### src/rtl/constants_pkg.sv
// ============================================================================
// constants_pkg : architectural widths and load/store func3 encodings.
// Rev 1.0
// ============================================================================
`default_nettype none

package constants_pkg;

    localparam int ARCH_LEN = 32;

    localparam logic [2:0] LS_B  = 3'b000;
    localparam logic [2:0] LS_H  = 3'b001;
    localparam logic [2:0] LS_W  = 3'b010;
    localparam logic [2:0] LS_BU = 3'b100;
    localparam logic [2:0] LS_HU = 3'b101;

    localparam logic [1:0] SZ_B = 2'd0;
    localparam logic [1:0] SZ_H = 2'd1;
    localparam logic [1:0] SZ_W = 2'd2;

    // Access width from func3; any encoding not defined for the access kind is a word.
    function automatic logic [1:0] ls_size(input logic [2:0] func3, input logic is_store);
        logic [1:0] size;
        size = SZ_W;
        case (func3)
            LS_B:  size = SZ_B;
            LS_H:  size = SZ_H;
            LS_BU: size = is_store ? SZ_W : SZ_B;
            LS_HU: size = is_store ? SZ_W : SZ_H;
            default: size = SZ_W;
        endcase
        return size;
    endfunction

endpackage

`default_nettype wire

### src/rtl/structure_pkg.sv
// ============================================================================
// structure_pkg : pipeline instruction record and memory-stage state type.
// Rev 1.0
// ============================================================================
`default_nettype none

package structure_pkg;
    import constants_pkg::*;

    typedef enum logic [1:0] {
        MEM_IDLE     = 2'd0,
        MEM_REQ      = 2'd1,
        MEM_WAIT_RSP = 2'd2
    } mem_state_t;

    typedef struct packed {
        logic [ARCH_LEN-1:0] src_data_1;
        logic [ARCH_LEN-1:0] src_data_2;
        logic [ARCH_LEN-1:0] dst_reg_data;
        logic [4:0]          rd;
        logic [2:0]          func3;
        logic                is_load;
        logic                is_store;
        logic                reg_data_ready;
    } inst_decoded_t;

endpackage

`default_nettype wire

### src/rtl/mem_load_extend.sv
// ============================================================================
// mem_load_extend : aligns a loaded word by byte offset and sign/zero extends.
// Rev 1.0
// ============================================================================
`default_nettype none

module mem_load_extend
    import constants_pkg::*;
(
    input  logic [ARCH_LEN-1:0] rdata,
    input  logic [1:0]          addr,
    input  logic [2:0]          func3,
    output logic [ARCH_LEN-1:0] data
);

    logic [ARCH_LEN-1:0] shifted;

    always_comb begin
        shifted = rdata >> {addr, 3'b000};
        case (func3)
            LS_B:    data = {{24{shifted[7]}}, shifted[7:0]};
            LS_H:    data = {{16{shifted[15]}}, shifted[15:0]};
            LS_BU:   data = {24'd0, shifted[7:0]};
            LS_HU:   data = {16'd0, shifted[15:0]};
            default: data = shifted;
        endcase
    end

endmodule

`default_nettype wire

### src/rtl/mem_stage.sv
// ============================================================================
// mem_stage : pipeline memory-access stage with valid/ready data-memory port.
// Optional misaligned-access trap enabled by defining MEM_MISALIGN_TRAP_EN.
// Rev 1.0
// ============================================================================
`default_nettype none

module mem_stage
    import constants_pkg::*;
    import structure_pkg::*;
(
    input  logic                clk,
    input  logic                rst,
    input  inst_decoded_t       inst_mem_in,
    input  logic                in_valid,
    output logic                stall,
    output inst_decoded_t       inst_mem_out,
    output logic                out_valid,
    output logic                dmem_req_valid,
    input  logic                dmem_req_ready,
    output logic                dmem_req_we,
    output logic [ARCH_LEN-1:0] dmem_req_addr,
    output logic [ARCH_LEN-1:0] dmem_req_wdata,
    output logic [3:0]          dmem_req_be,
    input  logic                dmem_rsp_valid,
    input  logic [ARCH_LEN-1:0] dmem_rsp_rdata,
    output logic                misalign_fault
);

    mem_state_t          state;
    inst_decoded_t       held;
    logic [1:0]          off;
    logic [1:0]          acc_size;
    logic [3:0]          be_next;
    logic [ARCH_LEN-1:0] wdata_next;
    logic [ARCH_LEN-1:0] load_word;
    logic                misaligned;

    assign stall = (state != MEM_IDLE);

    always_comb begin
        off      = inst_mem_in.dst_reg_data[1:0];
        acc_size = ls_size(inst_mem_in.func3, inst_mem_in.is_store);
        case (acc_size)
            SZ_B: begin
                be_next    = 4'(4'b0001 << off);
                wdata_next = {4{inst_mem_in.src_data_2[7:0]}};
            end
            SZ_H: begin
                be_next    = 4'(4'b0011 << off);
                wdata_next = {2{inst_mem_in.src_data_2[15:0]}};
            end
            default: begin
                be_next    = 4'b1111;
                wdata_next = inst_mem_in.src_data_2;
            end
        endcase
`ifdef MEM_MISALIGN_TRAP_EN
        misaligned = ((acc_size == SZ_H) && off[0]) || ((acc_size == SZ_W) && (off != 2'd0));
`else
        misaligned = 1'b0;
`endif
    end

    mem_load_extend u_load_extend (
        .rdata (dmem_rsp_rdata),
        .addr  (held.dst_reg_data[1:0]),
        .func3 (held.func3),
        .data  (load_word)
    );

    always_ff @(posedge clk or posedge rst) begin
        if (rst) begin
            state          <= MEM_IDLE;
            held           <= '0;
            inst_mem_out   <= '0;
            out_valid      <= 1'b0;
            dmem_req_valid <= 1'b0;
            dmem_req_we    <= 1'b0;
            dmem_req_addr  <= '0;
            dmem_req_wdata <= '0;
            dmem_req_be    <= 4'd0;
            misalign_fault <= 1'b0;
        end else begin
            out_valid      <= 1'b0;
            misalign_fault <= 1'b0;
            case (state)
                MEM_IDLE: begin
                    if (in_valid) begin
                        if (!(inst_mem_in.is_load || inst_mem_in.is_store)) begin
                            inst_mem_out <= inst_mem_in;
                            out_valid    <= 1'b1;
                        end else if (misaligned) begin
                            // Trapped access retires without touching memory.
                            inst_mem_out                <= inst_mem_in;
                            inst_mem_out.reg_data_ready <= 1'b0;
                            out_valid                   <= 1'b1;
                            misalign_fault              <= 1'b1;
                        end else begin
                            held           <= inst_mem_in;
                            dmem_req_valid <= 1'b1;
                            dmem_req_we    <= inst_mem_in.is_store;
                            dmem_req_addr  <= {inst_mem_in.dst_reg_data[ARCH_LEN-1:2], 2'b00};
                            dmem_req_wdata <= wdata_next;
                            dmem_req_be    <= be_next;
                            state          <= MEM_REQ;
                        end
                    end
                end
                MEM_REQ: begin
                    if (dmem_req_ready) begin
                        dmem_req_valid <= 1'b0;
                        if (held.is_store) begin
                            inst_mem_out                <= held;
                            inst_mem_out.reg_data_ready <= 1'b0;
                            out_valid                   <= 1'b1;
                            state                       <= MEM_IDLE;
                        end else begin
                            state <= MEM_WAIT_RSP;
                        end
                    end
                end
                MEM_WAIT_RSP: begin
                    if (dmem_rsp_valid) begin
                        inst_mem_out                <= held;
                        inst_mem_out.dst_reg_data   <= load_word;
                        inst_mem_out.reg_data_ready <= 1'b1;
                        out_valid                   <= 1'b1;
                        state                       <= MEM_IDLE;
                    end
                end
                default: state <= MEM_IDLE;
            endcase
        end
    end

endmodule

`default_nettype wire

### config.mk
export PLATFORM = sky130hd
export DESIGN_NAME = mem_stage
export DESIGN_NICKNAME = d
export VERILOG_FILES = /design/src/rtl/constants_pkg.sv /design/src/rtl/structure_pkg.sv /design/src/rtl/mem_load_extend.sv /design/src/rtl/mem_stage.sv
export SDC_FILE = /design/constraint.sdc
export NUM_CORES = 1
export LEC_CHECK = 0
export ABC_AREA = 0
export ABC_CLOCK_PERIOD_IN_PS = 14000
export CAP_MARGIN = 10
export CORE_MARGIN = 1
export CORE_UTILIZATION = 52
export CTS_CLUSTER_DIAMETER = 150
export DETAILED_ROUTE_END_ITERATION = 10
export GPL_TIMING_DRIVEN = 0
export PLACE_DENSITY_LB_ADDON = 0.15
export SYNTH_ARGS = -nofsm -noshare
export SYNTH_HDL_FRONTEND = slang
export SYNTH_SLANG_ARGS = --single-unit
### constraint.sdc
create_clock -name clk -period 14 [get_ports clk]
set_input_delay 2.8 -clock clk [delete_from_list [all_inputs] [get_ports clk]]
set_output_delay 2.8 -clock clk [all_outputs]
set_load 0.02 [all_outputs]
==> metrics.csv <==
stage,metric,value,unit
synth,"FF+latch count, synth",245,
pwr,VDD IR max,0.156,mV
clocking,TritonCTS buffer count,27,
clocking,clock-pin slew on the worst setup and hold paths,0.06,ns
clocking,CTS H-tree lvls,1,
floorplanning,FP Rows,53,
timing,max-slew violations,0,
setup_path,crit-path max FO,10,
pwr,Clk pwr share,17.3,%
setup_path,crit start category,input pin,
finish,Total Nets Final,1545,
setup_path,Setup Crit Path Kind,input pin to flop,
setup_path,CP required,14.42,ns
global_route,GRT Residual Overflow,0,
setup_path,critical path endpoint category,flop,
global_route,pin count of the biggest net entering global routing,127,
synth,largest area contributor in the netlist,dfrtp_1,
synth,Yosys warning total,0,
clocking,CTS tree,yes,
place,# port buffers,319,
clocking,# clock sinks,245,
timing,Max Clock Freq,205,MHz
clocking,clk_lat worst skew,0.54,ns
synth,top cells by area in the synthesized netlist,"dfrtp_1, mux2_2, a221oi_1",
setup_path,R2R depth,9,
status,status,"finished, final reports clean",
route,First-pass DRT Iterations,5,
hold_path,min-delay worst type,flop to flop,
hold_path,hold depth,2,
synth,number of synthesized flops with an enable pin,0,
floorplanning,initial core utilization,53.6,%
pwr,Gate power share,53.3,%
finish,fillcell total,1528,
clocking,Clock Root Buffer,clkbuf_16,
synth,Post-Syn Area,11400,µm²
clocking,Clock Tree Buf Depth,3,
timing,Slew headroom,31.8,%
clocking,# resized after CTS,0,
synth,"Top FF cell, synth",dfrtp_1,
floorplanning,die span in y,150,µm
place,number of cells after detailed placement,1643,
synth,synthesized area per cell,10.9,µm²
timing,transition time at the pin with the least slew margin,1.02,ns
pwr,switching share of power,41.6,%
route,DRC,0,
timing,fin crit share,34.8,%
timing,setup_tns,0,ns
global_route,first-pass GRT wire length,55200,µm
pwr,Pint,2590,µW
timing,Final Hold Viols,0,
route,DRT iter0 DRCs,703,
finish,layout cell share with drive strength beyond 1,17.3,%
synth,cells after synthesis,1046,
clocking,hold-fix buffers at CTS,0,
timing,endpoints failing setup,0,
floorplanning,Ports,324,
floorplanning,die width,150,µm
route,drt total wl,36400,µm
timing,final clock skew,0.0115,ns
global_route,initial antenna violation count,2,
floorplanning,area of the core,21200,µm²
setup_path,Critical Path AT,5.29,ns
route,DR WL/cell,21.4,µm
synth,sequential area share after synthesis,53.9,%
global_route,total track usage,32.4,%
floorplanning,Die Area,22500,µm²
timing,RSZ-0062 raised after global routing,false,
global_route,number of global-route vias before repair,9948,
place,RD Place Congestion,1.00,
pwr,LEAKAGE,0.00674,µW
finish,synth-to-layout area growth,40.1,%
run,max_cap viols,0,
synth,Yosys cell types,44,
route,total number of vias,9811,
pwr,sequential power share,29.4,%
place,HPWL after DPL,26000,µm
pwr,pwr/cell area,278,nW/µm²
finish,Post-Layout Cell Count,1695,
pwr,Net Switching,1840,µW
route,vias per cell,5.79,
clocking,Post-CTS Setup Bufs,0,
synth,"Async S/R FF share, synth",100,%
route,remaining antenna violation count after routing,0,
synth,area share of the largest cell type after synthesis,53.9,%
timing,fin crit period,4.87,ns
pwr,Total Power,4430,µW
synth_stat cells (all sizes together) (2+ instances only):
cell / n
a211oi: 14
a21oi: 23
a221oi: 85
a22oi: 7
a31oi: 3
buf: 81
clkbuf: 42
dfrtp: 245
ha: 4
inv: 7
mux2: 108
mux2i: 41
nand2: 76
nand2b: 2
nand3: 2
nor2: 174
nor2b: 8
nor3: 2
nor3b: 3
o211a: 9
o21ai: 81
o22ai: 7
o2bb2ai: 8
or3: 2
kinds of logic (layout without fill, tap and decap cells):
kind of cell,after synthesis,in the layout,synth area share [%]
compound gates,243,243,15.2
simple gates,272,272,9.56
other cells,1,5,0.0330
mux,150,150,14.5
fa+ha+maj,4,4,0.440
buf+inv,130,500,6.26
flops,245,245,53.9
xor+xnor,1,1,0.0770
cell type report:
class,count,area (µm²),share of cell area (%)
multi-input combinational,673,4540,28.5
clock inverter,14,183,1.15
inverter,7,33.8,0.212
tap,275,344,2.16
sequential,245,6130,38.5
timing repair buffer,320,3220,20.2
clock buffer,36,790,4.96
antenna,2,5.00,0.0314
buffer,123,686,4.30
path summary, 6_finish.rpt:
check                      slack [ns]                      endpoint                    startpoint
min reg2reg                      0.48  inst_mem_out[17]$_DFFE_PP0P_  inst_mem_out[17]$_DFFE_PP0P_
min in group asynchronous        2.85  inst_mem_out[82]$_DFFE_PP0P_                           rst
min                              0.48  inst_mem_out[17]$_DFFE_PP0P_  inst_mem_out[17]$_DFFE_PP0P_
max in group asynchronous       10.02  inst_mem_out[45]$_DFFE_PP0P_                           rst
max reg2reg                     11.25   inst_mem_out[4]$_DFFE_PP0P_          state[0]$_DFFE_PP0P_
max                              9.13          held[56]$_DFFE_PP0P_                inst_mem_in[1]
registers in the layout (all words and copies together) (netlist names):
register	cells
dmem_req_be	4
dmem_req_valid	1
dmem_req_wdata	32
held	98
inst_mem_out	107
out_valid	1
state	2
through the flow:
step | hold WS (ns) | worst slack [ns] | util, % | area, µm²
final | 0.481 | 9.13 | 75.1 | 15900
after global routing | 0.508 | 8.92 | 75.1 | 15900
after CTS | 0.483 | 9.03 | 75.1 | 15900
after detailed placement | 0.470 | 8.50 | 70.5 | 15000
after global placement | 0.458 | 1.27 | 70.3 | 14900
after floorplan | 0.481 | 4.47 | - | 11400
power by group through the flow:
stage,sequential [µW],combinational [µW],clock (µW)
CTS,1300,2360,774
floorplan,1500,1160,0
finish,1300,2360,766
detailed placement,1300,2340,0
global route,1340,2530,803
global placement,1290,2290,0
critical path, stage by stage:
cell	delay [ns]
clkdlybuf4s50_1	0.52
o211ai_1	0.64
clkbuf_1	0.54
buf_2	0.39
mux2_2	0.38
per-layer routing:
metal / GRT usage (%) / up-vias / wire length, µm
met3: 8.26 / 88 / 3630
met2: 52.4 / 476 / 17300
met4: 12.4 / 0 / 1270
met5: 0 / - / 0
met1: 41.7 / 4831 / 14100
li1: - / 4416 / -
placed cells by master (no fill, tap or decap), types with 3 or more instances in the layout:
master,instances
nor3b_1,3
o22ai_1,7
clkdlybuf4s50_1,319
a21oi_1,23
clkinv_2,6
a211oi_1,13
nor2b_1,8
inv_1,5
a22oi_1,7
clkbuf_8,8
buf_2,32
a221oi_1,81
buf_4,43
nand2_1,76
conb_1,3
a221oi_2,4
buf_1,3
clkbuf_1,43
mux2_2,108
a31oi_1,3
mux2i_1,41
o2bb2ai_1,8
bufinv_16,4
nor2_1,174
ha_1,4
buf_6,3
o21ai_0,70
dfrtp_1,245
clkbuf_16,27
o211a_1,9
o21ai_1,11
(Power assumes the default switching activity.)
